[src/rtl/lsu_mem_port.sv]
// lsu_mem_port
// Load/store access unit between the core memory stage and a word-wide RAM.
// Converts RISC-V LB/LH/LW/LBU/LHU/SB/SH/SW requests into word-aligned RAM
// accesses. Sub-word stores perform a read-modify-write because the RAM
// always writes a full word while mem_write is high.
//
// Ports:
//   clk, rst_n          clock (rising edge), asynchronous active-low reset
//   req_valid/req_ready request handshake (accept when both high in IDLE)
//   req_we, req_funct3  store/load select and RISC-V access size/sign
//   req_addr, req_wdata byte address and right-justified store data
//   rsp_valid           one-cycle response pulse, no backpressure
//   rsp_rdata, rsp_err  load result / error flag, zero outside rsp_valid
//   mem_addr, mem_wdata registered word address and merged write word
//   mem_read, mem_write strobes decoded from registered state
//   mem_rdata           combinational RAM read data for mem_addr
module lsu_mem_port #(
    parameter bit CHECK_ALIGN = 1'b1
) (
    input  logic        clk,
    input  logic        rst_n,
    input  logic        req_valid,
    output logic        req_ready,
    input  logic        req_we,
    input  logic [2:0]  req_funct3,
    input  logic [31:0] req_addr,
    input  logic [31:0] req_wdata,
    output logic        rsp_valid,
    output logic [31:0] rsp_rdata,
    output logic        rsp_err,
    output logic [31:0] mem_addr,
    output logic [31:0] mem_wdata,
    output logic        mem_read,
    output logic        mem_write,
    input  logic [31:0] mem_rdata
);

    typedef enum logic [2:0] {
        S_IDLE,
        S_RD,
        S_WR,
        S_RESP,
        S_ERR
    } state_t;

    state_t      state_q;
    logic        req_ready_q;
    logic        we_q;
    logic [2:0]  funct3_q;
    logic [1:0]  off_q;
    logic [31:0] wdata_q;
    logic [31:0] mem_addr_q;
    logic [31:0] mem_wdata_q;
    logic [31:0] rsp_rdata_q;

    // Request decode, only meaningful on the accept edge.
    logic        accept;
    logic        illegal;
    logic        misalign;
    logic [1:0]  off_d;

    always_comb begin
        accept   = (state_q == S_IDLE) && req_valid && req_ready_q;
        illegal  = req_we ? (req_funct3 > 3'd2)
                          : ((req_funct3 == 3'd3) || (req_funct3 >= 3'd6));
        misalign = CHECK_ALIGN &&
                   (((req_funct3[1:0] == 2'd1) && req_addr[0]) ||
                    ((req_funct3[1:0] == 2'd2) && (req_addr[1:0] != 2'b00)));
        // With alignment checking off, the offset is forced to the natural
        // alignment of the access so lane selection stays within the word.
        case (req_funct3[1:0])
            2'd1:    off_d = {req_addr[1], 1'b0};
            2'd2:    off_d = 2'b00;
            default: off_d = req_addr[1:0];
        endcase
    end

    function automatic logic [31:0] load_extract(input logic [2:0]  f3,
                                                 input logic [1:0]  off,
                                                 input logic [31:0] word);
        logic [31:0] shifted;
        logic [7:0]  b;
        logic [15:0] h;
        shifted = word >> {off, 3'b000};
        b = shifted[7:0];
        h = off[1] ? word[31:16] : word[15:0];
        case (f3)
            3'd0:    load_extract = {{24{b[7]}}, b};
            3'd1:    load_extract = {{16{h[15]}}, h};
            3'd4:    load_extract = {24'd0, b};
            3'd5:    load_extract = {16'd0, h};
            default: load_extract = word;
        endcase
    endfunction

    function automatic logic [31:0] store_merge(input logic [2:0]  f3,
                                                input logic [1:0]  off,
                                                input logic [31:0] word,
                                                input logic [31:0] wd);
        logic [31:0] merged;
        merged = word;
        case (f3[1:0])
            2'd0: begin
                case (off)
                    2'd0:    merged[7:0]   = wd[7:0];
                    2'd1:    merged[15:8]  = wd[7:0];
                    2'd2:    merged[23:16] = wd[7:0];
                    default: merged[31:24] = wd[7:0];
                endcase
            end
            2'd1: begin
                if (off[1]) merged[31:16] = wd[15:0];
                else        merged[15:0]  = wd[15:0];
            end
            default: merged = wd;
        endcase
        return merged;
    endfunction

    always_ff @(posedge clk or negedge rst_n) begin
        if (!rst_n) begin
            state_q     <= S_IDLE;
            req_ready_q <= 1'b0;
            we_q        <= 1'b0;
            funct3_q    <= 3'd0;
            off_q       <= 2'd0;
            wdata_q     <= 32'd0;
            mem_addr_q  <= 32'd0;
            mem_wdata_q <= 32'd0;
            rsp_rdata_q <= 32'd0;
        end else begin
            case (state_q)
                S_IDLE: begin
                    // First edge after reset release raises ready.
                    req_ready_q <= 1'b1;
                    if (accept) begin
                        req_ready_q <= 1'b0;
                        we_q        <= req_we;
                        funct3_q    <= req_funct3;
                        off_q       <= off_d;
                        wdata_q     <= req_wdata;
                        mem_addr_q  <= {req_addr[31:2], 2'b00};
                        if (illegal || misalign) begin
                            state_q <= S_ERR;
                        end else if (req_we && (req_funct3 == 3'd2)) begin
                            // Full word store needs no read.
                            mem_wdata_q <= req_wdata;
                            state_q     <= S_WR;
                        end else begin
                            state_q <= S_RD;
                        end
                    end
                end
                S_RD: begin
                    if (we_q) begin
                        mem_wdata_q <= store_merge(funct3_q, off_q, mem_rdata, wdata_q);
                        state_q     <= S_WR;
                    end else begin
                        rsp_rdata_q <= load_extract(funct3_q, off_q, mem_rdata);
                        state_q     <= S_RESP;
                    end
                end
                S_WR: begin
                    state_q <= S_RESP;
                end
                S_RESP: begin
                    rsp_rdata_q <= 32'd0;
                    req_ready_q <= 1'b1;
                    state_q     <= S_IDLE;
                end
                S_ERR: begin
                    req_ready_q <= 1'b1;
                    state_q     <= S_IDLE;
                end
                default: begin
                    state_q <= S_IDLE;
                end
            endcase
        end
    end

    assign req_ready = req_ready_q;
    assign rsp_valid = (state_q == S_RESP) || (state_q == S_ERR);
    assign rsp_err   = (state_q == S_ERR);
    assign rsp_rdata = rsp_rdata_q;
    assign mem_addr  = mem_addr_q;
    assign mem_wdata = mem_wdata_q;
    assign mem_read  = (state_q == S_RD);
    assign mem_write = (state_q == S_WR);

endmodule

[config.mk]
export PLATFORM = sky130hd
export DESIGN_NAME = lsu_mem_port
export DESIGN_NICKNAME = d
export VERILOG_FILES = /design/src/rtl/lsu_mem_port.sv
export SDC_FILE = /design/constraint.sdc
export NUM_CORES = 1
export LEC_CHECK = 0
export CAP_MARGIN = 25
export CORE_MARGIN = 10
export CORE_UTILIZATION = 48
export DETAILED_ROUTE_END_ITERATION = 6
export PLACE_DENSITY_LB_ADDON = 0.2
export SYNTH_ARGS = -nofsm -noshare
export SYNTH_HDL_FRONTEND = slang
export SYNTH_SLANG_ARGS = --single-unit
[constraint.sdc]
create_clock -name clk -period 2.1 [get_ports clk]
set_input_delay 0.315 -clock clk [delete_from_list [all_inputs] [get_ports clk]]
set_output_delay 0.315 -clock clk [all_outputs]
set_load 0.02 [all_outputs]
# Word-level counts from Yosys, hierarchy flattened
# Index checks and enable logic that the tools add are counted.
# op_classes
n_lt_le_gt_ge	2
n_eq_ne	19
n_shift	1
n_mux	25
n_reduce_logical	22
# ops
cell	count
one-hot mux 32 bit (2 select lines)	3
2-to-1 mux 32 bit	5
one-hot mux 32 bit (4 select lines)	1
2-to-1 mux 16 bit	3
2-to-1 mux 8 bit	4
>> shifter 32 x 5 -> 8 bit	1
== test 3 x 2 -> 1 bit (second input constant)	4
== test 3 bit (second input constant)	3
one-hot mux 3 bit (3 select lines)	1
nonzero test 2 bit	4
== test 2 x 1 -> 1 bit (second input constant)	3
== test 3 x 1 -> 1 bit (second input constant)	2
logical NOT 3 bit	2
2-to-1 mux 3 bit	2
inequality test 2 bit (second input constant)	3
logical AND 1 bit	5
AND reduction 5 bit	1
== test 2 bit (second input constant)	2
logical NOT 2 bit	2
logical OR 1 bit	4
inequality test 2 x 1 -> 1 bit (second input constant)	2
one-hot mux 2 bit (2 select lines)	1
AND reduction 2 bit	2
greater-or-equal comparator 3 bit (second input constant)	1
6 further kinds	8
# word_totals
ff_bits	136
input_bits	103
out_inout_bits	101
wordCells	78

# Longest topological paths before layout
# Gate-level depths: netlist of the first run.
# logic_depth
depth_word	7
depth_mapped	8
ltp_nobuf	6

# Least setup slack after synthesis of the first run
# OpenSTA, ideal clock, no wires.
# synth_timing
path_type	register to register
from	register state_q[2]
to	register mem_wdata_q[20] (netlist: mem_wdata[20])
setup_ps	128
arrival_ps	1612
required_ps	1972
slack_ps	360
path_stages_with_launch	8
path_buffers	3
synth_period_minus_slack_ps	1740
path_cell_list	dfrtp_1 -> buf_6 -> or3b_1 -> buf_6 -> buf_6 -> a221o_1 -> a221oi_2 -> o31ai_1
# synth_between
elab_chain_len	5
elab_cells_between_ends	11
classes_between	eq/ne: 5; mux: 1; reduce/logical: 5
# synth_lines
item	line_no	rtl
start: declaration	46	state_t state_q;
start signal: assignment	122	state_q <= S_IDLE;
start signal: assignment	144	state_q <= S_ERR;
start signal: assignment	148	state_q <= S_WR;
logical NOT 3 bit	63, 132	
logical AND 1 bit (2 in series)	63	accept = (state_q == S_IDLE) && req_valid && req_ready_q;
inequality test 2 bit (no source line)	-	
AND reduction 5 bit (no source line)	-	
end signal: assignment	147	mem_wdata_q <= req_wdata;
end signal: assignment	156	mem_wdata_q <= store_merge(funct3_q, off_q, mem_rdata, wdata_q);
end: declaration	53	logic [31:0] mem_wdata_q;
# Parallel ways exist; a longest one is shown, timed or not.
# A chain may end at the register's enable or synchronous reset.

# Final worst setup path of the first run
# layout_timing
from	register state_q[0]
to	register mem_wdata_q[5] (netlist: mem_wdata[5])
# The elaborated chain is that of the path after synthesis.

==> results.md, run 1 <==
- Mean post-synth cell area: 9.25 um2
- Wire per inst: 20.8 um
- CTS buffer count: 17
- Fin crit share: 0.944
- TritonCTS clock tree: done
- Final Cell Area: approximately 0.010 mm2
- Main synth FF type: dfrtp_1
- Final worst slack: approximately 120 ps
- Comb pwr share: 0.514
- DP Worst Slack: -87.1 ps
- Hold_ws: around 410 ps
- Clock Latency Late Sink: approximately 420 ps
- Boundary pin count: about 200
- Sw power: about 6700 uW
- Final WL: about 25000 um
- Final setup vio count: 0
- Drt drc: 0
- Largest net degree at the start of global routing: a little over 50
- Initial antenna violation count: 0
- CTS HTree Levels: 4
- Slew @ Worst Pin: roughly 750 ps
- Fin. max-slew vios: 0
- Slew headroom: 0.503
- RSZ-0062 raised after global routing: false
- Netlist cell types: between 50 and 60
- TritonCTS Sinks: 136
- Post-synthesis sequential area ratio: 0.473
- Clock slew at reported path FFs: 60 ps
- Outcome: finished clean
- Chip Width: roughly 140 um
- R2R depth: 6
- Routed Antenna Nets: 0
- Switching part of the total: 0.412
- Sequential Power Share: 0.294
- Synth Register Bits: between 100 and 150
- Layout cells sized above 1: 0.140
- Postcts setup bufs: 0
- Fmax: around 500 MHz
- Pre-Repair DR Iteration Count: 5
- Area Growth Syn to Fin: 44.8%
- Number of cell rows: between 40 and 50
- Area after DPL: between 0.009 and 0.01 mm2
- Nets: roughly 1.1k
- CP arrival: 2310 ps
- Post-Synthesis Cells: 778
- Asr flop ratio synth: 1.00
- FF-to-FF setup slack: roughly 120 ps
- Yosys Warn Count: 0
- Placed cells: 1171
- Leak Pwr: ~0.0047 uW
- Kind of capture point of the worst setup path: flip-flop
- Maximum net fanout on the critical path: 6
- Crit-path slowest cell: nor4_4
- Total grt overflow: 0
- Ant. Diodes: 0
- Initial cell density of the core: 0.493
- Synth top area cells: dfrtp_1 47%, nand2_1 12%, o21ai_0 5.0%, a221o_1 4.2%, mux2i_1 3.2%
- Critical path class: reg -> reg
- Clock power share: 0.192
- All-Layer GR Usage: 0.242
- Element type at the critical path start: flip-flop
- Final cell count without fillers: between 1k and 1.5k
- Die ar.: slightly above 0.02 mm2
- Pint: between 9000 and 10000 uW
- CP endpoint: mem_wdata[5]
- RR Endpoint: mem_wdata[5]
- Vias per std cell: a little under 6
- Final Hold Fails: 0
- I/O Buffers: around 200
- Most instantiated cells after synthesis: 223 x nand2_1, 136 x dfrtp_1, 72 x o21ai_0, 33 x nor2_1, 30 x a221o_1
- Setup crit start: state_q[0]
- Clock tree buffer depth: 2
- Mapped cell area: 0.00720 mm2
- Total core area: around 0.015 mm2
- Clock skew: 7.63 ps
- Root Driver: clkbuf_16
- Critical Path RT: approximately 2400 ps
- Die span in y: around 140 um
- CP peak stage delay: a little under 500 ps
- P per Cell Area: around 1600 mW/mm2
- Synth area leader: dfrtp_1
- Max_cap viols: 0
- Routability-driven placement congestion ratio: 0.914
- Vias: around 7k
- Min cycle time layout: around 2000 ps
- First-pass GRT wire length: a little under 40000 um
- Hold Path Class: in -> async
- Top cell type's share of synthesized area: 0.473
- Post-synth EDFFs: 0
- Worst r2r src: state_q[0]
- Initial drt markers: roughly 580
- Final HPWL DP: 18900 um
- Count leader, synth: nand2_1
- Crit-path cells: buf_4 -> or3_4 -> nor4_4 -> buf_4 -> nand2_1 -> o211ai_1
- Vias in the first global route: between 6k and 7k
- Worst vdd ir: between 900 and 1000 uV
- CP dominant cell by count: buf_4
==> worst min-delay path by stage <==
stage / startpoint / endpoint / slack [ps]
2_1_floorplan: rst_n / funct3_q[0] / 20
3_3_place_gp: rst_n / mem_addr[26] / 290
3_5_place_dp: rst_n / mem_addr[27] / 290
4_1_cts: req_addr[6] / mem_addr[6] / 410
5_1_grt: req_addr[19] / mem_addr[19] / 420
6_report: rst_n / mem_addr[24] / 410
==> routing by layer <==
metal  wire length (um)  global-route usage  vias to the layer above
li1                   -                   -                     3216
met1              10400               0.319                     3350
met2              11700               0.376                      372
met3               2640              0.0791                       32
met4                408              0.0559                        0
met5                  0                   0                        -
==> power groups by stage <==
stage / registers (uW) / clock network (uW) / logic, uW
after detailed placement: 4780 / 0 / 8340
after floorplan: 5500 / 0 / 3860
final: 4790 / 3140 / 8370
after CTS: 4770 / 3180 / 8380
after global routing: 4920 / 3270 / 9030
after global placement: 4760 / 0 / 8190
==> final cells by class <==
type | count | area [um2]
well taps | 184 | 230
fillers | 1107 | 4170
repair buffers | 271 | 2660
inverters | 8 | 30.0
clock inverters | 11 | 144
multi-input cells | 573 | 3470
flip-flops and latches | 136 | 3400
clock buffers | 21 | 480
==> per-stage QoR <==
stage          TNS, ps  power, uW   util
2_1_floorplan        0       9360      -
3_3_place_gp         0      13000  0.671
3_5_place_dp      -236      13100  0.671
4_1_cts              0      16300  0.714
5_1_grt              0      17200  0.714
6_report             0      16300  0.714
==> kinds of logic (layout without fill, tap and decap cells) <==
group / after synthesis / after routing / synth area share
adder cells (fa/ha/maj): 3 / 3 / 0.00522
multiplexers: 38 / 38 / 0.0570
AO/OA/AOI/OAI: 215 / 215 / 0.222
other: 1 / 2 / 0.000521
flip-flops: 136 / 136 / 0.473
AND/OR/NAND/NOR: 315 / 315 / 0.195
buffers and inverters: 70 / 311 / 0.0475
==> sequential cells by signal (all words and copies together) (netlist names) <==
signal / count
state_q: 3
off_q: 2
req_ready: 1
mem_wdata: 32
mem_addr: 30
we_q: 1
funct3_q: 3
rsp_rdata: 32
wdata_q: 32
==> worst max-delay path, delay by kind of cell, from the launching register on <==
| family | cells | cell delay, ps |
|---|---|---|
| flip-flops | 1 | 420 |
| AND/OR/NAND/NOR | 3 | 970 |
| buffers and inverters | 2 | 400 |
| AO/OA/AOI/OAI | 1 | 100 |
==> cells in the final DEF (no fill, tap or decap), types with 9 or more instances in the layout <==
cell | synthesis | final
clkbuf_16 | 0 | 17
buf_12 | 0 | 10
o211ai_1 | 18 | 18
nand2_1 | 223 | 223
a221o_1 | 30 | 30
a21oi_1 | 13 | 13
a221oi_2 | 11 | 12
dfrtp_1 | 136 | 136
mux2i_1 | 23 | 23
mux2_2 | 14 | 14
nor2b_1 | 11 | 11
o21a_1 | 11 | 11
o21ai_0 | 72 | 72
o31ai_1 | 14 | 14
clkdlybuf4s50_1 | 0 | 196
a211oi_1 | 10 | 10
nor2_1 | 33 | 32
buf_4 | 3 | 58
and2_1 | 9 | 9
==> repair_timing <==
action | in CTS | in global routing
hold buffers | 1 | 0
resized for setup | 5 | 3
endpoints found under the setup margin | 4 | 3
endpoints found under the hold margin | 47 | 0
pin swaps | 0 | 0
(Power assumes the default switching activity.)
==> inputs of run 2 (changes only) <==
--- a/config.mk
+++ b/config.mk
@@ -6,8 +6,10 @@
 export NUM_CORES = 1
 export LEC_CHECK = 0
 export CAP_MARGIN = 25
+export CORE_ASPECT_RATIO = 1.25
 export CORE_MARGIN = 10
 export CORE_UTILIZATION = 48
+export CTS_CLUSTER_DIAMETER = 30
 export DETAILED_ROUTE_END_ITERATION = 6
 export PLACE_DENSITY_LB_ADDON = 0.2
 export SYNTH_ARGS = -nofsm -noshare
==> run 2 against run 1 <==
Compared with the run above: sequential share of layout area up 0.30 points; flip-flop and latch count is the same; first-iteration DRC count grew 20%; clock-buffer cell count did not move; register-to-register slack gained 40 ps; cell count fell by 0.58%; cell area down 0.88%; clock power grew 6.4%; critical endpoint is now mem_write; largest cell class unchanged.
==> results.md, run 2 (same netlist as run 1, synthesis figures left out) <==
- Max_cap viols: 0 (unchanged)
- Die span in y: 157 um (was 142 um)
- Clock slew at reported path FFs: 60 ps (about the same)
- Fin. max-slew vios: 0 (unchanged)
- Critical path class: reg -> out (was reg -> reg)
- TritonCTS clock tree: done (unchanged)
- Kind of capture point of the worst setup path: primary output (was flip-flop)
- Number of cell rows: 50 (was 44)
- CTS HTree Levels: 4 (unchanged)
- Worst vdd ir: 896 uV (was 952 uV)
- Hold Path Class: in -> async (unchanged)
- Clock skew: 7.97 ps (was 7.63 ps)
- Final core utilization: 0.697 (was 0.714)
- Sw power: 6750 uW (was 6710 uW)
- TritonCTS Sinks: 136 (unchanged)
- Slew @ Worst Pin: 744 ps (was 745 ps)
- Total core area: 0.0148 mm2 (was 0.0146 mm2)
- Final HPWL DP: 18800 um (was 18900 um)
- Chip Width: 130 um (was 142 um)
- Comb pwr share: 0.500 (was 0.514)
- Fmax: 512 MHz (was 505 MHz)
- Vias in the first global route: 6889 (was 6969)
- Routed Antenna Nets: 0 (unchanged)
- Min cycle time layout: 1950 ps (was 1980 ps)
- Initial drt markers: 691 (was 576)
- Slew headroom: 0.504 (was 0.503)
- Commonest non-fill, non-tap cell in the layout: nand2_1 (unchanged)
- Final setup vio count: 0 (unchanged)
- Pint: 9670 uW (was 9580 uW)
- I/O Buffers: 201 (unchanged)
- Die ar.: 0.0203 mm2 (about the same)
- Routability-driven placement congestion ratio: 0.950 (was 0.914)
- WL met2: 12100 um (was 11700 um)
- Vias per std cell: 5.83 (was 5.79)
- Wire per inst: 20.9 um (was 20.8 um)
- Maximum net fanout on the critical path: 9 (was 6)
- RSZ-0062 raised after global routing: false (unchanged)
- First-pass GRT wire length: 39100 um (was 39200 um)
- Leak Pwr: 0.00468 uW (was 0.00474 uW)
- Clock tree buffer depth: 2 (unchanged)
- Ant. Diodes: 0 (unchanged)
- P per Cell Area: 1590 mW/mm2 (was 1560 mW/mm2)
- Root Driver: clkbuf_16 (unchanged)
- Top Layer Used: met4 (unchanged)
- Final Cell Area: 0.0103 mm2 (was 0.0104 mm2)
- Vias: 6983 (was 6970)
- Met1 WL: 9840 um (was 10400 um)
- Final WL: 25100 um (about the same)
- Total power: 16400 uW (was 16300 uW)
- Area Growth Syn to Fin: 43.6% (was 44.8%)
- Nets: 1108 (was 1113)
- Clock power share: 0.204 (was 0.192)
- All-Layer GR Usage: 0.247 (was 0.242)
- Initial antenna violation count: 0 (unchanged)
- CTS buffer count: 17 (unchanged)
- Clock Latency Late Sink: 430 ps (was 420 ps)
- Total grt overflow: 0 (unchanged)
- Initial cell density of the core: 0.485 (was 0.493)
- CP arrival: 1640 ps (was 2310 ps)
- Routed wl met3: 2380 um (was 2640 um)
- Drt drc: 0 (unchanged)
- Sequential Power Share: 0.297 (was 0.294)
- Layout cells sized above 1: 0.136 (was 0.140)
- Boundary pin count: 204 (unchanged)
- Element type at the critical path start: flip-flop (unchanged)
- Outcome: finished clean (unchanged)
- Critical Path RT: 1780 ps (was 2420 ps)
- Final Hold Fails: 0 (unchanged)
- Fin crit share: 0.931 (was 0.944)
- Most frequent cells in the layout: 223 x nand2_1, 196 x clkdlybuf4s50_1, 135 x dfrtp_1 (was 223 x nand2_1, 196 x clkdlybuf4s50_1, 136 x dfrtp_1)
- Largest net degree at the start of global routing: 50 (was 51)
- Pre-Repair DR Iteration Count: 5 (unchanged)
- Switching part of the total: 0.411 (was 0.412)
- Area after DPL: 0.00967 mm2 (was 0.00979 mm2)
-- run 2: cell count changes in the layout (fill, tap and decap cells not counted), moves of 2 or more --
cell and change:
buf_12 -6, bufinv_16 +2, clkbuf_1 +2, clkbuf_8 -2, clkinv_2 -3, clkinvlp_4 +2
-- run 2: worst paths after layout --
kind	startpoint	end	slack, ps	cells past startpoint
max	state_q[2]	mem_write	150	4
min	rst_n	rsp_rdata[27]	400	2
max reg2reg	off_q[1]	rsp_rdata[21]	160	5
min reg2reg	mem_addr[30]	mem_addr[30]	470	2
max in group asynchronous	rst_n	mem_wdata[12]	1100	3
min in group clk	req_addr[10]	mem_addr[10]	410	3
-- run 2: per-stage QoR --
stage | hold WS, ps | setup TNS, ps | setup slack [ps] | std cells
6_report | 399 | 0 | 145 | 1197
5_1_grt | 416 | 0 | 11.5 | 1197
4_1_cts | 397 | 0 | 9.58 | 1197
3_5_place_dp | 288 | -1740 | -86.1 | 1164
3_3_place_gp | 285 | -38.6 | -9.55 | 1164
2_1_floorplan | 19.4 | 0 | 360 | 779
-- run 2: layer usage --
metal,GRT usage,vias to the layer above
met5,0,-
met4,0.0928,0
met3,0.0767,47
met2,0.407,356
met1,0.296,3385
li1,-,3195
-- run 2: timing repair --
item,4_1_cts,5_1_grt
hold endpoints to repair,43,0
endpoints found under the setup margin,4,7
gates resized for setup,5,6
setup buffers,0,0
hold buffers,1,0
cloned,0,0
-- run 2: power by group through the flow --
stage / combinational (uW) / clock [uW] / sequential [uW]
after CTS: 8220 / 3360 / 4840
after global placement: 8060 / 0 / 4840
final: 8200 / 3340 / 4870
after detailed placement: 8190 / 0 / 4860
after global routing: 8890 / 3490 / 4980
after floorplan: 3860 / 0 / 5500
-- run 2: cell type report --
class	instances	area [um2]
Clock inverter	11	195
Inverter	8	30.0
Sequential cell	136	3400
Fill cell	1174	4490
Clock buffer	21	460
Timing Repair Buffer	266	2540
Multi-Input combinational cell	573	3470
Tap cell	182	228
-- run 2: worst max-delay path, stage by stage, from the launching register on --
cell	delay, ps
dfrtp_1	370
buf_4	170
nand2b_1	170
nor2_1	150
dlygate4sd2_1	360
==> edit, RTL diff (settings of run 1) <==
Set the parameter `CHECK_ALIGN` to 1'b0 (it was 1'b1).
--- a/src/rtl/lsu_mem_port.sv
+++ b/src/rtl/lsu_mem_port.sv
@@ -16,5 +16,5 @@
 //   mem_rdata           combinational RAM read data for mem_addr
 module lsu_mem_port #(
-    parameter bit CHECK_ALIGN = 1'b1
+    parameter bit CHECK_ALIGN = 1'b0
 ) (
     input  logic        clk,
Behaviour: not the same (a bounded check fails within 4 cycles, from zero or initial values and one cycle with rst_n low).
==> edit against run 1 <==
Wire length shrank 3.6%; final cell count down 2.5%; clock power decreased by 8.0%; non-clock buffer count decreased by 14; sequential cell count unchanged; fmax down 1.6%; global-route usage is 0.092 points lower; design area decreased by 3.6%; worst setup slack got worse by 0.033 ns; power is 6.4% lower; area after synthesis decreased by 1.6%; highest routed layer unchanged.
==> edit: results (changes against run 1) <==
| Metric | Value |
|---|---|
| Met1 Use GR | `30.0% (-1.9 points)` |
| CP top delay family | `simple AND/OR/NAND/NOR gates` |
| Layout area overhead | `42.0%` |
| Critical path fanouts, max | `2 (-4)` |
| Ratio of cells with drive above 1 in the final layout | `11.4% (-2.6 points)` |
| Final Cycle Share | `95.9% (+1.6 points)` |
| Post-synthesis compound-gate area fraction | `18.5% (-3.7 points)` |
| Placed cell area | `9480 um2 (-3.1%)` |
| Multiplexer area fraction after synthesis | `6.29% (+0.59 points)` |
| Non-filler cells, final | `1174 (-2.5%)` |
| Comb pwr share | `50.0% (-1.4 points)` |
| Avg Cell Area, Syn | `9.28 um2 (+0.32%)` |
| Reg-to-reg endpoint | `mem_wdata[28]` |
| Status | `finished, final reports clean` |
| Tot Pwr | `15300 uW (-6.4%)` |
| Wire length on met2 | `11300 um (-3.5%)` |
| Worst reg-to-reg path cell count | `5 (-1)` |
| M3 GR Usage | `9.41% (+1.5 points)` |
| Setup WS pre-CTS | `-0.122 ns (-0.0354 ns)` |
| CP startpoint | `state_q[1]` |
| Psw | `6280 uW (-6.5%)` |
| Critical Path AT | `1.70 ns (-0.61 ns)` |
| First-pass GRT wire length | `38500 um (-1.7%)` |
| Peak supply drop | `1.01 mV (+5.9%)` |
| Fill cell count | `1126 (+1.7%)` |
| Share of power burned in registers | `31.0% (+1.6 points)` |
| Worst r2r src | `state_q[1]` |
| Post-synth top cells | `nand2_1, dfrtp_1, nor2_1, mux2i_1` |
| Synth cell types | `57 (-1.7%)` |
| Routed wl met3 | `2370 um (-10%)` |
| Final RePlAce weighted congestion | `0.947 (+3.6%)` |
| Synth Area in Adders | `0.530% (+0.0086 points)` |
| Final Skew | `0.00779 ns (+0.000166 ns)` |
| Drt wl/cell | `20.6 um (-1.1%)` |
| Via count | `6644 (-4.7%)` |
| CP endpoint | `mem_read` |
| CP max stage cell | `or3b_1` |
| DP Cell Count | `1142 (-2.5%)` |
| Sequential-to-total area share from yosys stat | `48.1% (+0.78 points)` |
| DR iter-0 viols | `515 (-11%)` |
| Leakage | `0.00467 uW (-1.5%)` |
| Root Buffer | `clkbuf_16` |
| Number of global-route vias before repair | `6807 (-2.3%)` |
| HPWL after DPL | `18200 um (-3.7%)` |
| Hold Slack | `0.421 ns (+0.00808 ns)` |
| Reg-to-reg slack, setup | `0.16 ns (+0.04 ns)` |
| WS Path Type | `register to output port` |
| Wire length on met1 | `10100 um (-2.9%)` |
edit: cell types whose count changed after synthesis, moves of 15 or more:
cell	delta
o21ai_0	-51
nor2_1	+25
a22o_1	+17
mux2i_1	+17
nand2b_1	+15
edit: repair_timing:
item	4_1_cts	5_1_grt
hold buffers	1	0
resized for setup	4	4
setup endpoints to repair	4	6
hold endpoints to repair	55	0
edit: worst register-to-register path, delay by kind of cell, from the launching register on:
| family | cells | cell delay (ns) |
|---|---|---|
| AO/OA/AOI/OAI | 3 | 0.69 |
| AND/OR/NAND/NOR | 1 | 0.48 |
| flip-flops | 1 | 0.37 |
| buffers and inverters | 1 | 0.29 |
edit: area by class of cell:
cell class | instances | area share (%)
Sequential cell | 136 | 33.9
Clock inverter | 9 | 0.996
Inverter | 5 | 0.187
Clock buffer | 22 | 4.62
Tap cell | 184 | 2.29
Timing Repair Buffer | 257 | 24.9
Multi-Input combinational cell | 561 | 33.1
